[config.mk]
export PLATFORM = sky130hd
export DESIGN_NAME = deadtime_gen
export DESIGN_NICKNAME = d
export VERILOG_FILES = /design/src/rtl/deadtime_gen.sv
export SDC_FILE = /design/constraint.sdc
export NUM_CORES = 1
export LEC_CHECK = 0
export BUFFER_PORTS_ARGS = -buffer_cell sky130_fd_sc_hd__buf_4
export CAP_MARGIN = 20
export CORE_AREA = 2 2 59 61
export DETAILED_ROUTE_END_ITERATION = 6
export DIE_AREA = 0 0 61 63
export PLACE_DENSITY = 0.87
export SYNTH_ARGS = -nofsm -noshare
export SYNTH_HDL_FRONTEND = slang
export SYNTH_SLANG_ARGS = --single-unit
[constraint.sdc]
create_clock -name clk -period 2.2 [get_ports clk]
set_input_delay 0.44 -clock clk [delete_from_list [all_inputs] [get_ports clk]]
set_output_delay 0.44 -clock clk [all_outputs]
set_load 0.05 [all_outputs]
[src/rtl/deadtime_gen.sv]
// Per-channel half-bridge dead-time generator; optional sticky fault latch under DEADTIME_FAULT_LATCH_EN.
// Latency: command to gate output is 3+dt_cycles edges after the first synchroniser captures it.
// Backpressure: none; inputs are free-running levels and outputs are registered gate drives.
module deadtime_gen #(
    parameter int NCH   = 3,
    parameter int CNT_W = 5
) (
    input  logic             clk,
    input  logic             rst_n,
    input  logic [NCH-1:0]   high_in,
    input  logic [NCH-1:0]   low_in,
    input  logic [CNT_W-1:0] dt_cycles,
    input  logic             fault_clr,
    output logic [NCH-1:0]   high_out,
    output logic [NCH-1:0]   low_out,
    output logic [NCH-1:0]   busy,
    output logic [NCH-1:0]   fault
);

    typedef enum logic {
        IDLE = 1'b0,
        DEAD = 1'b1
    } state_t;

    for (genvar ch = 0; ch < NCH; ch++) begin : g_ch
        logic             h_s1, h_s2, l_s1, l_s2;
        logic             diff, overlap, kill;
        state_t           state_q, state_d;
        logic [CNT_W-1:0] cnt_q, cnt_d;
        logic             hout_q, lout_q, hout_d, lout_d;

        always_ff @(posedge clk or negedge rst_n) begin
            if (!rst_n) begin
                h_s1 <= 1'b0;
                h_s2 <= 1'b0;
                l_s1 <= 1'b0;
                l_s2 <= 1'b0;
            end else begin
                h_s1 <= high_in[ch];
                h_s2 <= h_s1;
                l_s1 <= low_in[ch];
                l_s2 <= l_s1;
            end
        end

        // Any edge on either command, including both at once, starts one dead period.
        assign diff    = (h_s1 ^ h_s2) | (l_s1 ^ l_s2);
        assign overlap = h_s2 & l_s2;

        always_comb begin
            state_d = state_q;
            cnt_d   = cnt_q;
            hout_d  = 1'b0;
            lout_d  = 1'b0;
            case (state_q)
                IDLE: begin
                    if (diff) begin
                        state_d = DEAD;
                        cnt_d   = dt_cycles;
                    end else if (!overlap) begin
                        hout_d = h_s2;
                        lout_d = l_s2;
                    end
                end
                DEAD: begin
                    if (diff) begin
                        cnt_d = dt_cycles;
                    end else if (cnt_q == '0) begin
                        state_d = IDLE;
                    end else begin
                        cnt_d = cnt_q - CNT_W'(1);
                    end
                end
                default: state_d = IDLE;
            endcase
        end

        always_ff @(posedge clk or negedge rst_n) begin
            if (!rst_n) begin
                state_q <= IDLE;
                cnt_q   <= '0;
                hout_q  <= 1'b0;
                lout_q  <= 1'b0;
            end else begin
                state_q <= state_d;
                cnt_q   <= cnt_d;
                hout_q  <= hout_d & ~kill;
                lout_q  <= lout_d & ~kill;
            end
        end

`ifdef DEADTIME_FAULT_LATCH_EN
        logic fault_q, fault_d;

        // Set dominates clear so a clear held during overlap cannot drop the flag.
        assign fault_d = overlap | (fault_q & ~fault_clr);
        assign kill    = fault_d;

        always_ff @(posedge clk or negedge rst_n) begin
            if (!rst_n) fault_q <= 1'b0;
            else        fault_q <= fault_d;
        end

        assign fault[ch] = fault_q;
`else
        assign kill      = 1'b0;
        assign fault[ch] = 1'b0;
`endif

        assign high_out[ch] = hout_q;
        assign low_out[ch]  = lout_q;
        assign busy[ch]     = (state_q == DEAD);
    end

`ifndef DEADTIME_FAULT_LATCH_EN
    logic unused_fault_clr;
    assign unused_fault_clr = fault_clr;
`endif

endmodule

==> After elaboration in Yosys (flattened, before gate mapping) <==
Index checks and enable logic that the tools add are counted.
{ "word_totals": {"reg_bits": 36, "input_bits": 14, "elab_cells": 96} }
{ "classes": {"add_sub_neg": 3, "eq_ne": 6, "muxes": 42, "n_bitwise": 15, "reduce_logical": 6} }
{ "op_table": {"columns": ["cell", "count"], "rows": [
  ["5-bit two-way mux", 9],
  ["5-bit one-hot mux with 2 select lines", 3],
  ["1-bit two-way mux", 27],
  ["5-bit zero test", 3],
  ["5-bit by 1-bit subtractor with 5-bit output, second input constant", 3],
  ["3-bit inequality test, second input constant", 3],
  ["2-bit inequality test, second input constant", 3],
  ["1-bit one-hot mux with 2 select lines", 3],
  ["2-bit AND reduction", 3],
  ["1-bit XOR", 6],
  ["1-bit bitwise AND", 3],
  ["1-bit NOT", 3],
  ["1-bit bitwise OR", 3]
]} }

==> Longest topological paths before layout <==
Gate-level depths: netlist of run 1.
{ "depth": {"word_depth": 4, "depth_mapped": 5, "ltp_nobuf": 5} }

==> Worst setup path after synthesis of run 1 <==
No wires, ideal clock.
{ "synth_timing": {"kind": "flip-flop to flip-flop", "startpoint": "register g_ch[1].cnt_q[0]", "endpoint": "register g_ch[1].cnt_q[0]", "arrival_time_ps": 1469, "required_time_ps": 2069, "path_slack_ps": 600, "path_stages_with_launch": 6, "n_path_buf": 0, "period_less_slack_ps": 1600, "cell_sequence": "dfrtp_1 > inv_1 > ha_1 > or4b_4 > a311oi_1 > a2bb2oi_1"} }
{ "synth_via": {"elab_chain_len": 4, "elab_cells_between_ends": 7, "cone_classes": "add/sub (1); eq/ne (1); mux (3); reduce/logical (2)"} }
{ "synth_lines": {"columns": ["element", "line_no", "text"], "rows": [
  ["from (decl)", "29", "logic [CNT_W-1:0] cnt_q, cnt_d;"],
  ["from (signal assigned)", "86", "cnt_q <= cnt_d;"],
  ["5-bit by 1-bit subtractor with 5-bit output", "71", "cnt_d = cnt_q - CNT_W'(1);"],
  ["5-bit two-way mux", "68", "end else if (cnt_q == '0) begin"],
  ["5-bit two-way mux", "66", "if (diff) begin"],
  ["5-bit one-hot mux with 2 select lines", "55", "case (state_q)"]
]} }
Several ways; a longest one is shown, not always the timed one. The select of a mux whose other input is x is not followed.
A chain may end at the register's enable or synchronous reset.

==> Final worst setup path of run 1 <==
Same ends and word-level chain as after synthesis.

==> flow_metrics.py, run 1 <==
metrics = {
    "flow_run": {
        "cap_viol_max_count": 0,
    },
    "clocking": {
        "clockBufferDepth": 2,
        "cts_max_level": 2,
        "clkLatencyLatePin_ns": 0.34,
        "post-cts-setup-buffers": 0,
        "cts.sinks": 36,
        "cts.repair.resized": 0,
        "cts_tree": "yes",
        "ctsHoldBuffers": 0,
        "clkTransAtPathRegs_ns": 0.11,
        "cts_buffers": 5,
        "cts-root-buf": "clkbuf_4",
    },
    "final_layout": {
        "fin_util_pct": 59.2,
        "design_area_sq_mm": 0.00191,
        "final_cells": 216,
        "nets": 187,
        "drive_above_1_share_pct": 22.9,
        "n_antenna_cell": 0,
        "syn_to_final_growth_pct": 11.5,
    },
    "worst_setup_path": {
        "critPathTopFamily": "simple AND/OR/NAND/NOR gates",
        "cp-startpoint": "g_ch[1].cnt_q[0]",
        "crit_end": "g_ch[1].cnt_q[0]",
        "worstPathCellList": "inv_1 > ha_1 > or4b_4 > a311oi_1 > a2bb2oi_1",
        "rr_startpoint": "g_ch[1].cnt_q[0]",
        "critPathArrivalTime_ns": 1.96,
        "r2r_setup_slack_ns": 0.46,
        "crit_cells": 5,
        "critPathCaptureType": "register",
        "r2r_end": "g_ch[1].cnt_q[0]",
        "critical_path.max_stage_delay_ns": 0.52,
        "reg2reg_depth": 5,
        "cp-start-kind": "register",
        "timing.critical_path.buf_inv": 1,
        "critical_path_class": "reg -> reg",
        "cp_max_fo": 5,
        "worst_ep_required_time_ns": 2.42,
        "slowest_stage": "or4b_4",
    },
    "place": {
        "hpwl_microns": 2280,
        "gp_congestion": 0.813,
        "dp_cells": 209,
        "portBuffers": 21,
        "dpl_cell_area_sq_mm": 0.00185,
    },
    "logic_synthesis": {
        "ys_seq_area_share_pct": 52.5,
        "yosysWarnings": 0,
        "synthDistinctLibCells": 33,
        "synth_top_area_share_pct": 52.5,
        "ys.flop_type": "dfrtp_1",
        "avgSynthCellArea_sq_um": 11.2,
        "synthArstFlopShare_pct": 100,
        "synth-edff-count": 0,
        "ys_top_cells_by_area": "dfrtp_1, nor4b_1, buf_4, o21ai_0, xnor2_1",
        "synth_top_cell_by_area": "dfrtp_1",
        "ys_ff_latch": 36,
        "syn_inst": 153,
        "syn_area_sq_mm": 0.00172,
    },
    "pwr": {
        "comb_power_share_pct": 18.3,
        "p_sw_mw": 0.393,
        "p_per_area_mw_per_mm2": 738,
        "p_leak_nw": 0.853,
        "peakVddDrop_mv": 0.397,
        "seq_power_share_pct": 54.3,
        "intPower_mw": 1.02,
        "clockPowerShare_pct": 27.4,
        "switching_share_pct": 27.8,
    },
    "status": {
        "status": "completed",
    },
    "floorplanning": {
        "start_util_pct": 53.1,
        "core_area_sq_mm": 0.00323,
        "dieWidth_microns": 61,
        "pin_count": 26,
        "dieArea_sq_mm": 0.00384,
        "die_height_microns": 63,
        "num_rows": 21,
    },
    "detailed_routing": {
        "num_vias": 1193,
        "drtIter0Drc": 45,
        "drc": 0,
        "avgViaCountPerCell": 5.52,
        "firstDrtPassIters": 5,
        "ant_nets": 0,
        "routedWlPerCell_microns": 14.7,
        "postRouteWirelength_microns": 3170,
    },
    "sta": {
        "max_slew_margin_pct": 52.3,
        "hold_viol": 0,
        "setup_tns_ns": 0,
        "setup_viol": 0,
        "grt_setup_unrepaired": "false",
        "maxSlewViolCount": 0,
        "tightest_slew_ns": 0.705,
        "period_share_pct": 79.0,
        "max_freq_ghz": 0.575,
        "worst_clock_skew_ns": 0.0114,
        "hold_slack_ns": 0.0335,
        "min_period_ns": 1.74,
    },
    "global_routing": {
        "grt_pass1_vias": 1303,
        "grt_pass1_wl_microns": 5570,
        "grt.total_usage_pct": 19.6,
        "grt_antenna_before_repair": 0,
        "globalRoute.totalOverflow": 0,
        "grt_max_degree": 37,
    },
    "hold_path": {
        "min_path_type": "in -> async",
    },
}
## sequential cells by signal (all words and copies together) (netlist names)
name,count
g_ch.h_s2,3
g_ch.cnt_q,15
g_ch.l_s1,3
g_ch.lout_q,3
g_ch.l_s2,3
g_ch.h_s1,3
g_ch.hout_q,3
g_ch.state_q,3
## final cells by class
cell class / count / area, sq um
Fill cell: 261 / 1320
Sequential cell: 36 / 901
Multi-Input combinational cell: 94 / 681
Timing Repair Buffer: 23 / 173
Clock buffer: 7 / 65.1
Tap cell: 46 / 57.6
Inverter: 10 / 37.5
## power by group through the flow
stage	combinational, mW	sequential (mW)	clock, mW
floorplan	0.194	0.763	0
detailed placement	0.256	0.778	0
global placement	0.241	0.772	0
CTS	0.259	0.766	0.400
global route	0.293	0.775	0.428
finish	0.258	0.767	0.387
## cell families after synthesis
| group | after synthesis | synth area share, % |
|---|---|---|
| AOI/OAI and AO/OA | 36 | 13.2 |
| muxes | 5 | 3.13 |
| buffers and inverters | 25 | 8.31 |
| xor gates and xnor gates | 8 | 4.08 |
| DFF | 36 | 52.5 |
| other | 1 | 0.218 |
| adders and majority gates | 3 | 2.19 |
| and+or+nand+nor | 39 | 16.4 |
## cells in the mapped netlist, drive strengths merged (2+ instances only)
| cell type | instances |
|---|---|
| ha | 3 |
| mux2i | 2 |
| nand4 | 2 |
| nor4b | 11 |
| inv | 10 |
| nand2 | 6 |
| nand2b | 6 |
| xor2 | 2 |
| o21ai | 11 |
| a21oi | 8 |
| or4bb | 2 |
| a21bo | 2 |
| o211ai | 2 |
| buf | 15 |
| nand3b | 3 |
| a31oi | 7 |
| mux2 | 3 |
| or3 | 4 |
| and2 | 2 |
| o31ai | 2 |
| xnor2 | 6 |
| dfrtp | 36 |
## cell usage in the layout, fill, tap and decap left out, drive strengths merged, types with 2 or more instances in the layout
cell / count
or3: 4
xor2: 2
mux2i: 2
xnor2: 6
o211ai: 2
or4bb: 2
nor4b: 11
a21bo: 2
o31ai: 2
clkbuf: 7
ha: 3
nand2: 6
conb: 3
inv: 10
o21ai: 11
nand3b: 3
a21oi: 8
buf: 23
and2: 2
mux2: 3
a31oi: 7
nand2b: 6
nand4: 2
dfrtp: 36
## through the flow
| step | total power, mW | setup slack (ns) |
|---|---|---|
| 6_report | 1.41 | 0.462 |
| 3_3_place_gp | 1.01 | 0.522 |
| 3_5_place_dp | 1.03 | 0.497 |
| 5_1_grt | 1.50 | 0.286 |
| 2_1_floorplan | 0.958 | 0.600 |
| 4_1_cts | 1.42 | 0.468 |
## layer usage
| layer | up-vias | wire length (microns) | global-route usage [%] |
|---|---|---|---|
| li1 | 570 | - | - |
| met3 | 9 | 111 | 4.35 |
| met2 | 30 | 1640 | 31.2 |
| met4 | 0 | 80 | 10.6 |
| met5 | - | 0 | 0 |
| met1 | 584 | 1350 | 24.0 |
## worst min path at each step
| stage | endpoint | slack (ns) |
|---|---|---|
| detailed placement | g_ch[0].l_s2 | 0.38 |
| CTS | g_ch[0].h_s2 | 0.04 |
| finish | g_ch[0].state_q | 0.03 |
| floorplan | g_ch[0].cnt_q[0] | 0.14 |
| global route | g_ch[0].h_s1 | 0.05 |
| global placement | g_ch[0].h_s2 | 0.38 |
Note: power is estimated with default switching activity, not from simulation.
==> run 2: changes to the inputs <==
Settings changed: ABC_AREA from default to 1, CORE_AREA 2 2 59 61 to 2 2 65 67, DIE_AREA 0 0 61 63 to 0 0 67 69, PLACE_DENSITY 0.87 to 0.83.
Clock period 2.2 ns to 1.5 ns, I/O delays scaled along.
==> run 2 against run 1 <==
Against the previous run:
- area after synthesis grew 12%
- non-clock buffer count shrank 1
- clock skew shrank 0.0092 ns
- first-iteration DRC count grew 42%
- count of clock-buffer cells in the layout shrank 1
- utilization shrank 3.7 points
- highest routed layer unchanged
==> flow_metrics.py, run 2 <==
metrics = {
    "status": {
        "status": "completed",
    },
    "clocking": {
        "clkLatencyLatePin_ns": 0.29,
        "cts_buffers": 5,
        "cts.sinks": 36,
        "cts-root-buf": "clkbuf_8",
        "post-cts-setup-buffers": 0,
        "cts.repair.resized": 0,
        "ctsHoldBuffers": 1,
        "cts_tree": "yes",
        "clkTransAtPathRegs_ns": 0.07,
        "cts_max_level": 2,
        "clockBufferDepth": 2,
    },
    "detailed_routing": {
        "num_vias": 1464,
        "drc": 0,
        "ant_nets": 0,
        "drtIter0Drc": 64,
        "avgViaCountPerCell": 4.69,
        "postRouteWirelength_microns": 3190,
        "routedWlPerCell_microns": 10.2,
        "firstDrtPassIters": 4,
    },
    "final_layout": {
        "largest_reg_flops": 15,
        "drive_above_1_share_pct": 18.7,
        "final_cells": 312,
        "mostFrequentLayoutCell": "nand2_1",
        "regMostFlops": "g_ch.cnt_q",
        "n_antenna_cell": 0,
        "nets": 278,
        "most-common-layout-cells": "nand2_1, dfrtp_1, inv_1",
        "syn_to_final_growth_pct": 13.3,
        "fillers": 379,
    },
    "logic_synthesis": {
        "synthDistinctLibCells": 24,
        "ys_seq_area_share_pct": 46.9,
        "ys_ff_latch": 36,
        "synth_top_area_share_pct": 46.9,
        "syn_inst": 242,
        "synth_common_cells": "nand2_1, dfrtp_1, inv_1",
        "yosysWarnings": 0,
        "synth_top_cell_by_area": "dfrtp_1",
        "syn_area_sq_mm": 0.00192,
        "ys_top_cells_by_area": "dfrtp_1, nand2_1, inv_1, nand3_1, buf_4",
        "synth_most_common_cell": "nand2_1",
        "synthArstFlopShare_pct": 100,
        "synth-edff-count": 0,
        "ys.flop_type": "dfrtp_1",
        "avgSynthCellArea_sq_um": 7.93,
    },
    "floorplanning": {
        "dieArea_sq_mm": 0.00462,
        "die_height_microns": 69,
        "num_rows": 23,
        "dieWidth_microns": 67,
        "core_area_sq_mm": 0.00391,
        "pin_count": 26,
        "start_util_pct": 49.0,
    },
    "place": {
        "gp_congestion": 0.856,
        "hpwl_microns": 2390,
        "dp_cells": 303,
        "portBuffers": 21,
    },
    "worst_setup_path": {
        "critical_path_class": "reg -> reg",
        "r2r_end": "g_ch[0].cnt_q[3]",
        "worst_ep_required_time_ns": 1.73,
        "cp_max_fo": 7,
        "rr_startpoint": "g_ch[0].cnt_q[0]",
        "r2r_setup_slack_ns": 0.13,
        "critPathCaptureType": "register",
        "reg2reg_depth": 8,
        "cp-start-kind": "register",
        "critPathArrivalTime_ns": 1.60,
    },
    "global_routing": {
        "grt_antenna_before_repair": 0,
        "use_met1_pct": 22.1,
        "grt.met3_usage_pct": 4.89,
        "grt_pass1_wl_microns": 5660,
        "grt.total_usage_pct": 16.2,
        "globalRoute.totalOverflow": 0,
        "grt_pass1_vias": 1294,
        "grt-busiest-layer": "met2",
        "grt_use_met2_pct": 23.2,
        "grt_max_degree": 37,
    },
    "sta": {
        "hold_slack_ns": 0.112,
        "setup_viol": 0,
        "maxSlewViolCount": 0,
        "setup_tns_ns": 0,
        "worst_clock_skew_ns": 0.00216,
        "max_freq_ghz": 0.729,
        "period_share_pct": 91.4,
        "grt_setup_unrepaired": "false",
        "hold_viol": 0,
        "min_period_ns": 1.37,
    },
    "flow_run": {
        "cap_viol_max_count": 0,
    },
    "hold_path": {
        "min_path_cells": 1,
        "min-delay-start": "high_in[1]",
        "min_path_type": "in -> reg",
        "hold_end": "g_ch[1].h_s1",
    },
    "pwr": {
        "p_per_area_mw_per_mm2": 1080,
        "p_leak_nw": 1.23,
        "peakVddDrop_mv": 0.594,
        "total_power_mw": 2.35,
    },
}
run 2: changes by cell type after synthesis, sizes merged, moves of 8 or more:
| cell | previous run | this run |
|---|---|---|
| nand3 | 0 | 22 |
| nor2 | 1 | 9 |
| nand2 | 6 | 101 |
| nor4b | 11 | 0 |
| inv | 10 | 35 |
| a21oi | 8 | 0 |
run 2: cell type report:
type,count,area (sq um),area share [%]
sequential,36,901,41.4
multi-input combinational,159,791,36.4
inverter,37,145,6.67
timing repair buffer,22,168,7.71
clock inverter,2,35.0,1.61
tap,50,62.6,2.88
clock buffer,6,72.6,3.34
run 2: how the worst max path moves through the flow:
stage / from / slack [ns] / depth (start not counted) / endpoint
final: g_ch[0].cnt_q[0] / 0.13 / 8 / g_ch[0].cnt_q[3]
after global routing: g_ch[1].cnt_q[0] / 0.03 / 8 / g_ch[1].cnt_q[2]
after detailed placement: g_ch[0].cnt_q[0] / 0.17 / 8 / g_ch[0].cnt_q[4]
after floorplan: g_ch[0].cnt_q[0] / 0.29 / 8 / g_ch[0].cnt_q[2]
after global placement: g_ch[0].cnt_q[0] / 0.18 / 8 / g_ch[0].cnt_q[0]
after CTS: g_ch[0].cnt_q[0] / 0.14 / 8 / g_ch[0].cnt_q[3]
run 2: kinds of logic (layout without fill, tap and decap cells):
| kind of cell | Yosys count | in the layout | share of synthesized area, % |
|---|---|---|---|
| adder cells (fa/ha/maj) | 3 | 3 | 1.96 |
| XOR/XNOR | 6 | 6 | 3.13 |
| other | 1 | 3 | 0.195 |
| flip-flops | 36 | 36 | 46.9 |
| AO/OA/AOI/OAI | 4 | 4 | 1.24 |
| buffers and inverters | 49 | 67 | 12.3 |
| AND/OR/NAND/NOR | 143 | 143 | 34.3 |
run 2: worst max-delay path, cell delays in order (launching register included):
cell	delay, ns
dfrtp_1	0.39
inv_1	0.10
ha_1	0.21
nand2_1	0.08
o21ai_1	0.15
nand2_2	0.14
inv_2	0.12
nand2_1	0.06
nand2_1	0.06
run 2: metrics by stage:
step / setup slack (ns) / utilization (%) / cell area, sq um
6_report: 0.129 / 55.6 / 2170
5_1_grt: 0.0303 / 55.6 / 2170
4_1_cts: 0.143 / 55.6 / 2170
3_5_place_dp: 0.167 / 52.6 / 2060
3_3_place_gp: 0.184 / 52.6 / 2060
2_1_floorplan: 0.293 / - / 1930
run 2: where the power goes:
group,internal (mW),leakage (nW),switching [mW],total [mW]
Combinational,0.156,0.753,0.241,0.397
Clock,0.493,0.0552,0.337,0.829
Sequential,1.05,0.421,0.0714,1.12
Total,1.70,1.23,0.649,2.35
run 2: routing by layer:
metal / routed length (microns) / vias up
met1: 1440 / 666
met5: 0 / -
met3: 146 / 5
met2: 1520 / 30
li1: - / 763
met4: 86 / 0
==> run 3: changes to the inputs <==
Settings changed: RECOVER_POWER from default to 50.
==> run 3 against run 2 <==
Against the previous run:
- fmax about the same
- utilization is 0.064 points lower
- register-to-register slack barely moved
- largest cell class unchanged
- largest power group unchanged
- critical path depth did not move
- sequential cell count unchanged
- wire length is 0.13% lower
==> flow_metrics.py, run 3 (same netlist as run 2, synthesis figures left out) <==
metrics = {
    "sta": {
        "grt_setup_unrepaired": "false",
        "max_slew_margin_pct": 42.8,
        "worst_clock_skew_ns": 0.00214,
        "maxSlewViolCount": 0,
        "setup_tns_ns": 0,
        "min_period_ns": 1.37,
        "period_share_pct": 91.4,
        "tightest_slew_ns": 0.858,
        "hold_viol": 0,
        "max_freq_ghz": 0.729,
        "setup_viol": 0,
    },
    "worst_setup_path": {
        "critical_path_class": "reg -> reg",
        "cp-start-kind": "register",
        "critPathCaptureType": "register",
        "critPathArrivalTime_ns": 1.60,
        "cp_max_fo": 7,
        "worst_ep_required_time_ns": 1.73,
    },
    "detailed_routing": {
        "num_vias": 1465,
        "avgViaCountPerCell": 4.70,
        "ant_nets": 0,
        "postRouteWirelength_microns": 3180,
        "firstDrtPassIters": 4,
        "drtIter0Drc": 66,
        "routedWlPerCell_microns": 10.2,
        "drc": 0,
    },
    "clocking": {
        "cts.sinks": 36,
        "cts_max_level": 2,
        "cts-root-buf": "clkbuf_8",
        "cts_tree": "yes",
        "clockBufferDepth": 2,
        "cts_buffers": 5,
        "clkLatencyLatePin_ns": 0.29,
        "clkTransAtPathRegs_ns": 0.07,
    },
    "status": {
        "status": "completed",
    },
    "pwr": {
        "seq_power_share_pct": 47.8,
        "p_sw_mw": 0.649,
        "clockPowerShare_pct": 35.4,
        "p_per_area_mw_per_mm2": 1080,
        "peakVddDrop_mv": 0.594,
        "p_leak_nw": 1.23,
        "switching_share_pct": 27.7,
        "comb_power_share_pct": 16.9,
        "intPower_mw": 1.69,
    },
    "final_layout": {
        "most-common-layout-cells": "nand2_1, dfrtp_1, inv_1",
        "n_antenna_cell": 0,
        "regMostFlops": "g_ch.cnt_q",
        "drive_above_1_share_pct": 18.7,
        "largest_reg_flops": 15,
        "fin_util_pct": 55.5,
        "syn_to_final_growth_pct": 13.2,
        "mostFrequentLayoutCell": "nand2_1",
        "nets": 278,
    },
    "floorplanning": {
        "dieArea_sq_mm": 0.00462,
        "start_util_pct": 49.0,
        "pin_count": 26,
        "core_area_sq_mm": 0.00391,
        "dieWidth_microns": 67,
        "num_rows": 23,
        "die_height_microns": 69,
    },
    "global_routing": {
        "grt_pass1_wl_microns": 5660,
        "grt.total_usage_pct": 16.2,
        "grt_antenna_before_repair": 0,
        "globalRoute.totalOverflow": 0,
        "grt_pass1_vias": 1294,
        "grt_max_degree": 37,
    },
    "hold_path": {
        "min_path_type": "in -> reg",
    },
    "flow_run": {
        "cap_viol_max_count": 0,
    },
    "place": {
        "portBuffers": 21,
        "gp_congestion": 0.856,
        "hpwl_microns": 2390,
    },
}
run 3: layer usage:
metal / track usage (%) / part of all wire [%] / wire [microns] / up-vias
met3: 4.89 / 4.6 / 147 / 5
met5: 0 / 0 / 0 / -
met2: 23.2 / 48 / 1510 / 30
met4: 8.16 / 2.7 / 86 / 0
li1: - / - / - / 764
met1: 22.1 / 45 / 1440 / 666
run 3: cell type report:
cell class / count / area, sq um
repair buffers: 22 / 165
well taps: 50 / 62.6
multi-input cells: 159 / 791
flip-flops and latches: 36 / 901
clock buffers: 6 / 72.6
clock inverters: 2 / 35.0
fillers: 379 / 1740
inverters: 37 / 145
run 3: metrics by stage:
stage	std cells	worst slack [ns]	area (sq um)	hold WS (ns)	total power, mW
floorplan	244	0.293	1930	0.00441	1.43
global placement	303	0.184	2060	0.283	1.52
detailed placement	303	0.167	2060	0.285	1.53
CTS	312	0.143	2170	0.0992	2.38
global route	312	0.0303	2170	0.110	2.50
finish	312	0.129	2170	0.134	2.34
run 3: timing repair:
item	in CTS	in global routing
hold endpoints to repair	36	0
buffers inserted	0	0
gates resized for setup	0	0
setup endpoints to repair	0	0
hold buffers	1	0
run 3: power by group through the flow:
stage	registers, mW	logic (mW)	clock network [mW]
5_1_grt	1.13	0.455	0.916
6_report	1.12	0.395	0.829
2_1_floorplan	1.12	0.313	0
3_3_place_gp	1.13	0.386	0
4_1_cts	1.12	0.402	0.862
3_5_place_dp	1.14	0.398	0
run 3: worst paths after layout:
check / startpoint / end / slack, ns / cells after the start
hold reg to reg: g_ch[0].h_s1 / g_ch[0].h_s2 / 0.41 / 0
hold / removal: low_in[1] / g_ch[1].l_s1 / 0.13 / 1
min in group asynchronous: rst_n / g_ch[1].cnt_q[3] / 0.65 / 2
setup reg to reg: g_ch[0].cnt_q[0] / g_ch[0].cnt_q[3] / 0.13 / 8
setup / recovery: g_ch[0].cnt_q[0] / g_ch[0].cnt_q[3] / 0.13 / 8
max in group asynchronous: rst_n / g_ch[1].lout_q / 0.31 / 2
run 3: critical path, stage by stage, from the launching register on:
cell and delay (ns):
dfrtp_1 0.39, inv_1 0.10, ha_1 0.21, nand2_1 0.08, o21ai_1 0.15, nand2_2 0.14, inv_2 0.12, nand2_1 0.06
nand2_1 0.06
